**src/rtl/wb_cmd_initiator_pkg.sv**
```systemverilog
// Shared types and constants for the Wishbone command initiator and its timer.
package wb_cmd_initiator_pkg;

    localparam int unsigned WB_SEL_W  = 4;
    localparam int unsigned WB_DATA_W = 32;

    typedef enum logic [2:0] {
        ST_IDLE    = 3'd0,
        ST_REQ     = 3'd1,
        ST_WAIT    = 3'd2,
        ST_BACKOFF = 3'd3,
        ST_RSP     = 3'd4
    } state_e;

    typedef enum logic [1:0] {
        RSP_OK              = 2'b00,
        RSP_ERR             = 2'b01,
        RSP_TIMEOUT         = 2'b10,
        RSP_RETRY_EXHAUSTED = 2'b11
    } rsp_status_e;

    // Bits needed to hold 0..max_val, never less than one.
    function automatic int unsigned cnt_width(input int unsigned max_val);
        return (max_val < 1) ? 1 : $clog2(max_val + 1);
    endfunction

endpackage

```
**src/rtl/wb_cmd_initiator_if.sv**
```systemverilog
// Command/response stream plus Wishbone B4 pipelined master signals.
interface wb_cmd_initiator_if #(
    parameter int unsigned ADDR_WIDTH = 32,
    parameter int unsigned DATA_WIDTH = 32
) ();
    import wb_cmd_initiator_pkg::*;

    logic                  cmd_valid_i;
    logic                  cmd_ready_o;
    logic                  cmd_we_i;
    logic [ADDR_WIDTH-1:0] cmd_adr_i;
    logic [WB_SEL_W-1:0]   cmd_sel_i;
    logic [DATA_WIDTH-1:0] cmd_dat_i;

    logic                  rsp_valid_o;
    logic                  rsp_ready_i;
    logic [DATA_WIDTH-1:0] rsp_dat_o;
    logic [1:0]            rsp_status_o;

    logic                  wb_cyc_o;
    logic                  wb_stb_o;
    logic                  wb_we_o;
    logic [ADDR_WIDTH-1:0] wb_adr_o;
    logic [WB_SEL_W-1:0]   wb_sel_o;
    logic [DATA_WIDTH-1:0] wb_dat_o;
    logic [DATA_WIDTH-1:0] wb_dat_i;
    logic                  wb_ack_i;
    logic                  wb_err_i;
    logic                  wb_rty_i;
    logic                  wb_stall_i;

    modport master (
        input  cmd_valid_i, cmd_we_i, cmd_adr_i, cmd_sel_i, cmd_dat_i,
        input  rsp_ready_i,
        input  wb_dat_i, wb_ack_i, wb_err_i, wb_rty_i, wb_stall_i,
        output cmd_ready_o, rsp_valid_o, rsp_dat_o, rsp_status_o,
        output wb_cyc_o, wb_stb_o, wb_we_o, wb_adr_o, wb_sel_o, wb_dat_o
    );

    modport slave (
        output cmd_valid_i, cmd_we_i, cmd_adr_i, cmd_sel_i, cmd_dat_i,
        output rsp_ready_i,
        output wb_dat_i, wb_ack_i, wb_err_i, wb_rty_i, wb_stall_i,
        input  cmd_ready_o, rsp_valid_o, rsp_dat_o, rsp_status_o,
        input  wb_cyc_o, wb_stb_o, wb_we_o, wb_adr_o, wb_sel_o, wb_dat_o
    );

endinterface

```
**src/rtl/wb_cmd_timer.sv**
```systemverilog
// Loadable down-counter; o_expired is high while the count sits at zero.
module wb_cmd_timer #(
    parameter int unsigned WIDTH = 8
) (
    input  logic             clk_i,
    input  logic             rst_i,
    input  logic             i_load,
    input  logic [WIDTH-1:0] i_load_val,
    input  logic             i_en,
    output logic             o_expired
);

    logic [WIDTH-1:0] r_cnt;

    // Load wins over counting; the count holds at zero once expired.
    always_ff @(posedge clk_i) begin
        if (rst_i) begin
            r_cnt <= '0;
        end else if (i_load) begin
            r_cnt <= i_load_val;
        end else if (i_en && (r_cnt != '0)) begin
            r_cnt <= r_cnt - WIDTH'(1);
        end
    end

    assign o_expired = (r_cnt == '0);

endmodule

```
**src/rtl/wb_cmd_initiator.sv**
```systemverilog
// Single-outstanding Wishbone B4 pipelined initiator: one command in, one
// bus cycle (with retry/backoff and timeout), one status response out.
module wb_cmd_initiator
    import wb_cmd_initiator_pkg::*;
#(
    parameter int unsigned ADDR_WIDTH = 32,
    parameter int unsigned DATA_WIDTH = 32,
    parameter int unsigned TIMEOUT    = 255,
    parameter int unsigned MAX_RETRY  = 3
) (
    input  logic          clk_i,
    input  logic          rst_i,
    wb_cmd_initiator_if.master bus
);

    localparam int unsigned TMR_W   = cnt_width(TIMEOUT);
    localparam int unsigned RETRY_W = cnt_width(MAX_RETRY);

    state_e                r_state;
    state_e                w_next;

    logic                  r_we;
    logic [ADDR_WIDTH-1:0] r_adr;
    logic [WB_SEL_W-1:0]   r_sel;
    logic [DATA_WIDTH-1:0] r_dat;
    logic [DATA_WIDTH-1:0] r_rsp_dat;
    rsp_status_e           r_rsp_status;
    logic [RETRY_W-1:0]    r_retry_cnt;

    logic                  w_accept;
    logic                  w_in_cycle;
    logic                  w_retry_ok;
    logic                  w_expired;
    logic                  w_tmr_load;
    logic                  w_tmr_en;
    logic                  w_cyc;
    logic                  w_stb;
    logic                  w_cmd_ready;
    logic                  w_rsp_valid;
    logic                  w_run;

    assign w_accept   = (r_state == ST_IDLE) && bus.cmd_valid_i;
    assign w_in_cycle = (r_state == ST_REQ) || (r_state == ST_WAIT);
    assign w_retry_ok = (r_retry_cnt < RETRY_W'(MAX_RETRY));
    assign w_run      = ~rst_i;

    wb_cmd_timer #(
        .WIDTH (TMR_W)
    ) u_timer (
        .clk_i      (clk_i),
        .rst_i      (rst_i),
        .i_load     (w_tmr_load),
        .i_load_val (TMR_W'(TIMEOUT - 1)),
        .i_en       (w_tmr_en),
        .o_expired  (w_expired)
    );

    // State register.
    always_ff @(posedge clk_i) begin
        if (rst_i) begin
            r_state <= ST_IDLE;
        end else begin
            r_state <= w_next;
        end
    end

    // Next state; terminations rank err > rty > ack > timeout, and any of
    // them in REQ completes the cycle even while stall is high.
    always_comb begin
        w_next = r_state;
        case (r_state)
            ST_IDLE: begin
                if (bus.cmd_valid_i) w_next = ST_REQ;
            end
            ST_REQ, ST_WAIT: begin
                if (bus.wb_err_i) begin
                    w_next = ST_RSP;
                end else if (bus.wb_rty_i) begin
                    w_next = w_retry_ok ? ST_BACKOFF : ST_RSP;
                end else if (bus.wb_ack_i || w_expired) begin
                    w_next = ST_RSP;
                end else if ((r_state == ST_REQ) && !bus.wb_stall_i) begin
                    w_next = ST_WAIT;
                end
            end
            ST_BACKOFF: w_next = ST_REQ;
            ST_RSP: begin
                if (bus.rsp_ready_i) w_next = ST_IDLE;
            end
            default: w_next = ST_IDLE;
        endcase
    end

    // Control outputs decoded purely from the state register.
    always_comb begin
        w_cyc       = 1'b0;
        w_stb       = 1'b0;
        w_cmd_ready = 1'b0;
        w_rsp_valid = 1'b0;
        w_tmr_load  = 1'b0;
        w_tmr_en    = 1'b0;
        case (r_state)
            ST_IDLE: begin
                w_cmd_ready = 1'b1;
                w_tmr_load  = 1'b1;
            end
            ST_REQ: begin
                w_cyc    = 1'b1;
                w_stb    = 1'b1;
                w_tmr_en = 1'b1;
            end
            ST_WAIT: begin
                w_cyc    = 1'b1;
                w_tmr_en = 1'b1;
            end
            ST_BACKOFF: w_tmr_load  = 1'b1;
            ST_RSP:     w_rsp_valid = 1'b1;
            default: ;
        endcase
    end

    // Command latch, retry counter and response capture.
    always_ff @(posedge clk_i) begin
        if (rst_i) begin
            r_we         <= 1'b0;
            r_adr        <= '0;
            r_sel        <= '0;
            r_dat        <= '0;
            r_rsp_dat    <= '0;
            r_rsp_status <= RSP_OK;
            r_retry_cnt  <= '0;
        end else begin
            if (w_accept) begin
                r_we        <= bus.cmd_we_i;
                r_adr       <= bus.cmd_adr_i;
                r_sel       <= bus.cmd_sel_i;
                r_dat       <= bus.cmd_dat_i;
                r_retry_cnt <= '0;
            end
            if (w_in_cycle) begin
                if (bus.wb_err_i) begin
                    r_rsp_status <= RSP_ERR;
                    r_rsp_dat    <= '0;
                end else if (bus.wb_rty_i) begin
                    if (w_retry_ok) begin
                        r_retry_cnt <= r_retry_cnt + RETRY_W'(1);
                    end else begin
                        r_rsp_status <= RSP_RETRY_EXHAUSTED;
                        r_rsp_dat    <= '0;
                    end
                end else if (bus.wb_ack_i) begin
                    r_rsp_status <= RSP_OK;
                    r_rsp_dat    <= r_we ? '0 : bus.wb_dat_i;
                end else if (w_expired) begin
                    r_rsp_status <= RSP_TIMEOUT;
                    r_rsp_dat    <= '0;
                end
            end
        end
    end

    // Every output is forced low while reset is held, before the first edge.
    assign bus.cmd_ready_o  = w_run & w_cmd_ready;
    assign bus.rsp_valid_o  = w_run & w_rsp_valid;
    assign bus.rsp_dat_o    = w_run ? r_rsp_dat : '0;
    assign bus.rsp_status_o = w_run ? r_rsp_status : 2'b00;
    assign bus.wb_cyc_o     = w_run & w_cyc;
    assign bus.wb_stb_o     = w_run & w_stb;
    assign bus.wb_we_o      = w_run & r_we;
    assign bus.wb_adr_o     = w_run ? r_adr : '0;
    assign bus.wb_sel_o     = w_run ? r_sel : '0;
    assign bus.wb_dat_o     = w_run ? r_dat : '0;

endmodule

```
**src/flat_wrapper.sv**
```systemverilog
// flat-port wrapper written by rule: the top's interface ports become plain ports
module wb_cmd_initiator_flat import wb_cmd_initiator_pkg::*;
#(
    parameter int unsigned ADDR_WIDTH = 32,
    parameter int unsigned DATA_WIDTH = 32,
    parameter int unsigned TIMEOUT    = 255,
    parameter int unsigned MAX_RETRY  = 3
)
  (clk_i, rst_i, bus_cmd_valid_i, bus_cmd_we_i, bus_cmd_adr_i, bus_cmd_sel_i, bus_cmd_dat_i, bus_rsp_ready_i, bus_wb_dat_i, bus_wb_ack_i, bus_wb_err_i, bus_wb_rty_i, bus_wb_stall_i, bus_cmd_ready_o, bus_rsp_valid_o, bus_rsp_dat_o, bus_rsp_status_o, bus_wb_cyc_o, bus_wb_stb_o, bus_wb_we_o, bus_wb_adr_o, bus_wb_sel_o, bus_wb_dat_o);
  wb_cmd_initiator_if #(.ADDR_WIDTH(ADDR_WIDTH), .DATA_WIDTH(DATA_WIDTH)) bus_i ();
  input  logic clk_i;
  input  logic rst_i;
  input wire logic [$bits(bus_i.cmd_valid_i)-1:0] bus_cmd_valid_i;
  input wire logic [$bits(bus_i.cmd_we_i)-1:0] bus_cmd_we_i;
  input wire logic [$bits(bus_i.cmd_adr_i)-1:0] bus_cmd_adr_i;
  input wire logic [$bits(bus_i.cmd_sel_i)-1:0] bus_cmd_sel_i;
  input wire logic [$bits(bus_i.cmd_dat_i)-1:0] bus_cmd_dat_i;
  input wire logic [$bits(bus_i.rsp_ready_i)-1:0] bus_rsp_ready_i;
  input wire logic [$bits(bus_i.wb_dat_i)-1:0] bus_wb_dat_i;
  input wire logic [$bits(bus_i.wb_ack_i)-1:0] bus_wb_ack_i;
  input wire logic [$bits(bus_i.wb_err_i)-1:0] bus_wb_err_i;
  input wire logic [$bits(bus_i.wb_rty_i)-1:0] bus_wb_rty_i;
  input wire logic [$bits(bus_i.wb_stall_i)-1:0] bus_wb_stall_i;
  output wire logic [$bits(bus_i.cmd_ready_o)-1:0] bus_cmd_ready_o;
  output wire logic [$bits(bus_i.rsp_valid_o)-1:0] bus_rsp_valid_o;
  output wire logic [$bits(bus_i.rsp_dat_o)-1:0] bus_rsp_dat_o;
  output wire logic [$bits(bus_i.rsp_status_o)-1:0] bus_rsp_status_o;
  output wire logic [$bits(bus_i.wb_cyc_o)-1:0] bus_wb_cyc_o;
  output wire logic [$bits(bus_i.wb_stb_o)-1:0] bus_wb_stb_o;
  output wire logic [$bits(bus_i.wb_we_o)-1:0] bus_wb_we_o;
  output wire logic [$bits(bus_i.wb_adr_o)-1:0] bus_wb_adr_o;
  output wire logic [$bits(bus_i.wb_sel_o)-1:0] bus_wb_sel_o;
  output wire logic [$bits(bus_i.wb_dat_o)-1:0] bus_wb_dat_o;
  assign bus_i.cmd_valid_i = bus_cmd_valid_i;
  assign bus_i.cmd_we_i = bus_cmd_we_i;
  assign bus_i.cmd_adr_i = bus_cmd_adr_i;
  assign bus_i.cmd_sel_i = bus_cmd_sel_i;
  assign bus_i.cmd_dat_i = bus_cmd_dat_i;
  assign bus_i.rsp_ready_i = bus_rsp_ready_i;
  assign bus_i.wb_dat_i = bus_wb_dat_i;
  assign bus_i.wb_ack_i = bus_wb_ack_i;
  assign bus_i.wb_err_i = bus_wb_err_i;
  assign bus_i.wb_rty_i = bus_wb_rty_i;
  assign bus_i.wb_stall_i = bus_wb_stall_i;
  assign bus_cmd_ready_o = bus_i.cmd_ready_o;
  assign bus_rsp_valid_o = bus_i.rsp_valid_o;
  assign bus_rsp_dat_o = bus_i.rsp_dat_o;
  assign bus_rsp_status_o = bus_i.rsp_status_o;
  assign bus_wb_cyc_o = bus_i.wb_cyc_o;
  assign bus_wb_stb_o = bus_i.wb_stb_o;
  assign bus_wb_we_o = bus_i.wb_we_o;
  assign bus_wb_adr_o = bus_i.wb_adr_o;
  assign bus_wb_sel_o = bus_i.wb_sel_o;
  assign bus_wb_dat_o = bus_i.wb_dat_o;
  wb_cmd_initiator #(.ADDR_WIDTH(ADDR_WIDTH), .DATA_WIDTH(DATA_WIDTH), .TIMEOUT(TIMEOUT), .MAX_RETRY(MAX_RETRY)) u_core (.clk_i(clk_i), .rst_i(rst_i), .bus(bus_i));
endmodule
```
**config.mk**
```make
export PLATFORM = sky130hd
export DESIGN_NAME = wb_cmd_initiator_flat
export DESIGN_NICKNAME = d
export VERILOG_FILES = /design/src/rtl/wb_cmd_initiator_pkg.sv /design/src/rtl/wb_cmd_initiator_if.sv /design/src/rtl/wb_cmd_timer.sv /design/src/rtl/wb_cmd_initiator.sv /design/src/flat_wrapper.sv
export SDC_FILE = /design/constraint.sdc
export NUM_CORES = 1
export LEC_CHECK = 0
export ABC_AREA = 1
export BUFFER_PORTS_ARGS = -buffer_cell sky130_fd_sc_hd__buf_2
export CAP_MARGIN = 20
export CORE_MARGIN = 2
export CORE_UTILIZATION = 45
export CTS_CLUSTER_SIZE = 10
export DETAILED_ROUTE_END_ITERATION = 10
export HOLD_SLACK_MARGIN = 0.03
export PLACE_DENSITY = 0.83
export SYNTH_ARGS = -nofsm -noshare
export SYNTH_HDL_FRONTEND = slang
export SYNTH_SLANG_ARGS = --single-unit
```
**constraint.sdc**
```tcl
create_clock -name clk_i -period 2.7 [get_ports clk_i]
set_input_delay 0.27 -clock clk_i [delete_from_list [all_inputs] [get_ports clk_i]]
set_output_delay 0.27 -clock clk_i [all_outputs]
set_load 0.005 [all_outputs]
```
# ---- Yosys cells after proc, flatten, opt, wreduce, memory -nomap -nowiden
# Cells that the tools add are included.
dict set report totals {
  out_inout_bits 107
  regBits 116
}
dict set report classes {
  eq_ne 8
  bitwise 6
  magnitude_cmp 1
  reduce_logical 16
  n_addsub 2
  muxes 36
}
# op n
set ops {}
lappend ops {{$mux 32} 9}
lappend ops {{$mux 2} 11}
lappend ops {{$mux 3} 7}
lappend ops {{$mux 8} 2}
lappend ops {{$pmux 3 s4} 1}
lappend ops {{$logic_not 8->1} 1}
lappend ops {{$reduce_bool 8->1} 1}
lappend ops {{$sub 8x1->8 const B} 1}
lappend ops {{$eq 3x2->1 const B} 2}
lappend ops {{$reduce_and 3->1} 2}
lappend ops {{$reduce_or 2->1} 3}
lappend ops {{$and 1x1->1} 5}
lappend ops {{$mux 1} 5}
lappend ops {{$ne 5x1->1 const B} 1}
lappend ops {{$mux 4} 1}
lappend ops {{$ne 2x2->1 const B} 2}
lappend ops {{$reduce_bool 4->1} 1}
lappend ops {{$eq 3x1->1 const B} 1}
lappend ops {{$eq 3x3->1 const B} 1}
lappend ops {{$logic_and 1x1->1} 3}
lappend ops {{$logic_not 3->1} 1}
lappend ops {{$ne 3x3->1 const B} 1}
lappend ops {{$add 2x1->2 const B} 1}
lappend ops {{$logic_or 1x1->1} 2}
lappend ops {{4 further kinds} 4}

# ---- Longest topological paths before layout
dict set report logic_depth {
  depth_word 7
  depth_mapped 11
  depth_no_buf 10
}

# ---- Modules after synthesis
# A second synthesis with hierarchy kept.
dict set report unflattened {
  hier_cells 770
  hier_area_um2 5261.3
}
# module area_each_um2 cells_per_inst seq_area_each_um2 n_inst
set modules_own_cells {}
lappend modules_own_cells {wb_cmd_initiator 4669.5 669 2162.1 1}
lappend modules_own_cells {wb_cmd_timer 591.8 101 160.2 1}

# ---- Least setup slack after synthesis
# OpenSTA, ideal clock, no wires.
dict set report synth_path {
  path_type {flip-flop to flip-flop}
  startpoint {reg u_core.u_timer.r_cnt[0]}
  endpoint {reg u_core.u_timer.r_cnt[1]}
  path_slack_ps 1315
  arrival_time_ps 1269
  path_stages_with_launch 10
  setup_time_ps 115
  path_cell_list {dfxtp_1 -> inv_1 -> ha_1 -> nand2_1 -> nor2_1 -> nor2_1 -> buf_4 -> o21ai_0 -> o21ai_0 -> inv_1}
}
dict set report synth_via {
  elab_chain_cells 3
  elab_cells_between_ends 6
}
# item line
set synth_lines {}
lappend synth_lines {{from (decl)} wb_cmd_timer.sv:13} ;# logic [WIDTH-1:0] r_cnt;
lappend synth_lines {{from (signal assigned)} wb_cmd_timer.sv:20} ;# r_cnt <= i_load_val;
lappend synth_lines {{from (signal assigned)} wb_cmd_timer.sv:22} ;# r_cnt <= r_cnt - WIDTH'(1);
lappend synth_lines {{$sub 8x1->8 or $reduce_bool 8->1 (tied branches)} {wb_cmd_timer.sv:22, wb_cmd_timer.sv:21}}
lappend synth_lines {{$mux 8 or $logic_and 1x1->1 (tied branches)} wb_cmd_timer.sv:21} ;# end else if (i_en && (r_cnt != '0)) begin
lappend synth_lines {{$mux 8 or $reduce_bool 2->1 (tied branches)} -}
# Parallel ways exist; a longest one is shown, timed or not. The select of a mux whose other input is x is not followed.
# A chain may end at the register's enable or synchronous reset.

# ---- Final worst setup path
dict set report layout_path {
  startpoint {reg u_core.u_timer.r_cnt[0]}
  endpoint {reg u_core.r_rsp_dat[24]}
}
dict set report layout_via {
  elab_chain_cells 3
}
# item line
set layout_lines {}
lappend layout_lines {{$logic_not 8->1} wb_cmd_timer.sv:26} ;# assign o_expired = (r_cnt == '0);
lappend layout_lines {{$reduce_bool 4->1 (no source line)} -}
lappend layout_lines {{$reduce_and 3->1 (no source line)} -}
lappend layout_lines {{to (signal assigned)} wb_cmd_initiator.sv:153} ;# r_rsp_dat <= r_we ? '0 : bus.wb_dat_i;
lappend layout_lines {{to (decl)} wb_cmd_initiator.sv:26} ;# logic [DATA_WIDTH-1:0] r_rsp_dat;
# Every way passes these cells.

==> run_results.csv <==
group,metric,value,unit
worst_setup_path,critPathArrivalTime,2.12,ns
worst_setup_path,cpMaxStageDelayCell,"buf_4",
logic_synthesis,synth_top_area_share,45.4,%
placement,place.gp.congestion,0.795,
drt,vias,5180,
logic_synthesis,yosys_warnings,0,
worst_setup_path,cp_num_buf_inv,2,
power_and_ir_drop,clkPwrFrac,33.0,%
floorplanning,die_y,111,µm
logic_synthesis,synth_nets,852,
logic_synthesis,synth_seq_cells,116,
min_path,holdCritStartpoint,"bus_cmd_dat_i[9]",
global_route,grt_usage,20.8,%
placement,post-dp-hpwl,8890,µm
timing,setup_viol_count_final,0,
clock_network,cts_buffers,17,
clock_network,cts_max_level,4,
worst_setup_path,timing.rr.start,"u_core.u_timer.r_cnt[0]",
logic_synthesis,synthDistinctLibCells,29,
clock_network,path_clk_slew,0.05,ns
timing,drv_slew,0,
clock_network,ctsLongestPathBuffers,2,
floorplanning,ioPinCount,216,
layout,n_antenna_cell,0,
clock_network,clkSinkCount,116,
clock_network,cts_tree,"done",
worst_setup_path,cp_num_cells,7,
worst_setup_path,endpoint,"u_core.r_rsp_dat[24]",
clock_network,root_buffer,"clkbuf_16",
power_and_ir_drop,irDropWorstVdd,0.000541,V
worst_setup_path,crit_family,"buffers and inverters",
clock_network,post_cts_resized,0,
logic_synthesis,synth_ff_type,"dfxtp_1",
worst_setup_path,r2r_slack,0.83,ns
worst_setup_path,endpoint_kind,"flip-flop",
placement,numPortBuffers,215,
logic_synthesis,synth.top_cells.by_count,"129 x nor2_1, 123 x inv_1, 116 x dfxtp_1",
timing,rsz0062_at_grt,"no",
power_and_ir_drop,pwr_density_cell,962,nW/µm²
global_route,grt_pass1_vias,4588,
layout,final_nets,1044,
floorplanning,fp-row-count,38,
logic_synthesis,synth_most_common_cell,"nor2_1",
timing,max_freq,0.533,GHz
worst_setup_path,crit_type,"reg -> reg",
layout,final_util,62.3,%
min_path,hold_path.class,"in -> reg",
power_and_ir_drop,p_sw_share,34.7,%
timing,min_period,1.87,ns
timing,hold_viol_final,0,
drt,postRouteAntennaNets,0,
drt,drtPass1Iterations,5,
run_status,status,"completed",
drt,drtIter0Drc,360,
run,max_cap_violations,0,
timing,slew_headroom,59.6,%
timing,fin_tns_setup,0,ns
layout,syn_to_final_growth,33.7,%
floorplanning,die_area,12200,µm²
worst_setup_path,slowest_delay,0.51,ns
logic_synthesis,synth_edf_count,0,
drt,wl_per_cell,12.1,µm
clock_network,insertion_delay,0.40,ns
power_and_ir_drop,pwr-share-comb,31.7,%
worst_setup_path,r2r_cells,7,
power_and_ir_drop,p_total,0.00658,W
global_route,grt_max_degree,141,
worst_setup_path,cp_max_fo,66,
floorplanning,die_w,111,µm
layout,drive_gt1_share,28.5,%
power_and_ir_drop,internal_power,0.00430,W
global_route,grt_pass1_wl,21200,µm
drt,drc,0,
clock_network,cts_hold_buf,0,
logic_synthesis,synthTopCellsByArea,"dfxtp_1 45%, nor2_1 9.5%, inv_1 9.0%, o21ai_0 8.7%, a21oi_1 7.4%",
timing,finalCritPeriodShare,69.4,%
logic_synthesis,avgSynthCellArea,6.92,µm²
timing,clock_skew,0.00859,ns
drt,routed_wl,13100,µm
worst_setup_path,worstPathRequired,2.95,ns
power_and_ir_drop,leakagePower,3.29,nW
global_route,antenna_found_initial,0,
logic_synthesis,synth-seq-area-share,45.4,%
worst_setup_path,crit_chain,"inv_1 > ha_1 > nand2_1 > o21bai_4 > nand3_2 > buf_4 > o21ai_0",
logic_synthesis,synth_cells,740,
global_route,grt_overflow_total,0,
floorplanning,start_util,46.6,%
clock_network,post-cts-setup-buffer-count,0,
logic_synthesis,synth_area,5120,µm²
drt,viasPerCell,4.78,
floorplanning,core-area,11000,µm²
power_and_ir_drop,seqPwrFrac,35.4,%
worst_setup_path,start_kind,"flip-flop",
logic_synthesis,synth_area_leader_cell,"dfxtp_1",
worst_setup_path,critPathLaunch,"u_core.u_timer.r_cnt[0]",
timing,worstMarginPinSlew,0.603,ns
power_and_ir_drop,switchingPower,0.00228,W
logic_synthesis,ys_async_sr_fraction,0,%
worst_setup_path,reg2reg_to,"u_core.r_rsp_dat[24]",
worst min-delay path: cells and delay by family:
family                 cells  cell delay, ns
AOI/OAI and AO/OA          2            0.17
buffers and inverters      1            0.07
cells in the final DEF, fill, tap and decap left out, drive strengths merged:
master,count
nand3b,2
bufinv,2
clkinvlp,1
a21oi,77
buf,224
xor2,3
nand4,1
o21bai,1
clkbuf,21
inv,125
nand3,43
nor3,3
dfxtp,116
o21ai,108
nand2,74
ha,3
a211oi,1
o211ai,1
nor2,131
clkinv,6
sequential cells by signal, summed over array words and instances (netlist names):
signal,flops
u_core.u_timer.r_cnt,8
u_core.r_rsp_dat,32
u_core.r_we,1
u_core.r_dat,32
u_core.r_state,3
u_core.r_retry_cnt,2
u_core.r_adr,32
u_core.r_sel,4
u_core.r_rsp_status,2
per-layer routing:
layer  vias to the layer above  GRT usage (%)  part of all wire [%]
met5                         -              0                     0
met1                      2281           25.6                    44
met3                        11           6.40                   7.1
li1                       2703              -                     -
met4                         0           6.42                   1.1
met2                       185           34.8                    48
cells by family (layout without fill, tap and decap cells):
group | count (synthesis) | in the layout | synth area share, %
buffers and inverters | 176 | 379 | 13.8
DFF | 116 | 116 | 45.4
AOI/OAI and AO/OA | 188 | 188 | 19.1
and+or+nand+nor | 254 | 254 | 20.5
xor gates and xnor gates | 3 | 3 | 0.513
adders and majority gates | 3 | 3 | 0.733
through the flow:
stage                     setup slack (ns)  instances  hold slack, ns  cell area (µm²)
after floorplan                       1.32        740           0.430             5120
after global placement               0.836       1052           0.439             6240
after detailed placement             0.796       1052           0.443             6240
after CTS                            0.782       1082           0.132             6820
after global routing                 0.668       1083           0.140             6840
final                                0.825       1083           0.143             6840
how the worst min path moves through the flow:
stage | endpoint | slack (ns) | depth (start not counted)
detailed placement | u_core.r_dat[25] | 0.44 | 2
global placement | u_core.r_adr[11] | 0.44 | 2
floorplan | u_core.r_adr[0] | 0.43 | 2
finish | u_core.r_dat[9] | 0.14 | 3
global route | u_core.r_rsp_dat[2] | 0.14 | 3
CTS | u_core.r_rsp_dat[21] | 0.13 | 3
power by group through the flow:
stage	Combinational, W	Sequential (W)	Clock (W)
final	0.00208	0.00233	0.00217
after global placement	0.00198	0.00234	0
after global routing	0.00238	0.00237	0.00229
after floorplan	0.00152	0.00232	0
after CTS	0.00205	0.00233	0.00220
after detailed placement	0.00203	0.00236	0
final cells by class:
type | instances | area [µm²]
clock inverter | 9 | 105
clock buffer | 21 | 470
inverter | 125 | 469
sequential | 116 | 2320
fill | 1017 | 4140
timing repair buffer | 224 | 1190
tap | 140 | 175
multi-input combinational | 448 | 2110
Power figures use the tool's default switching activity.
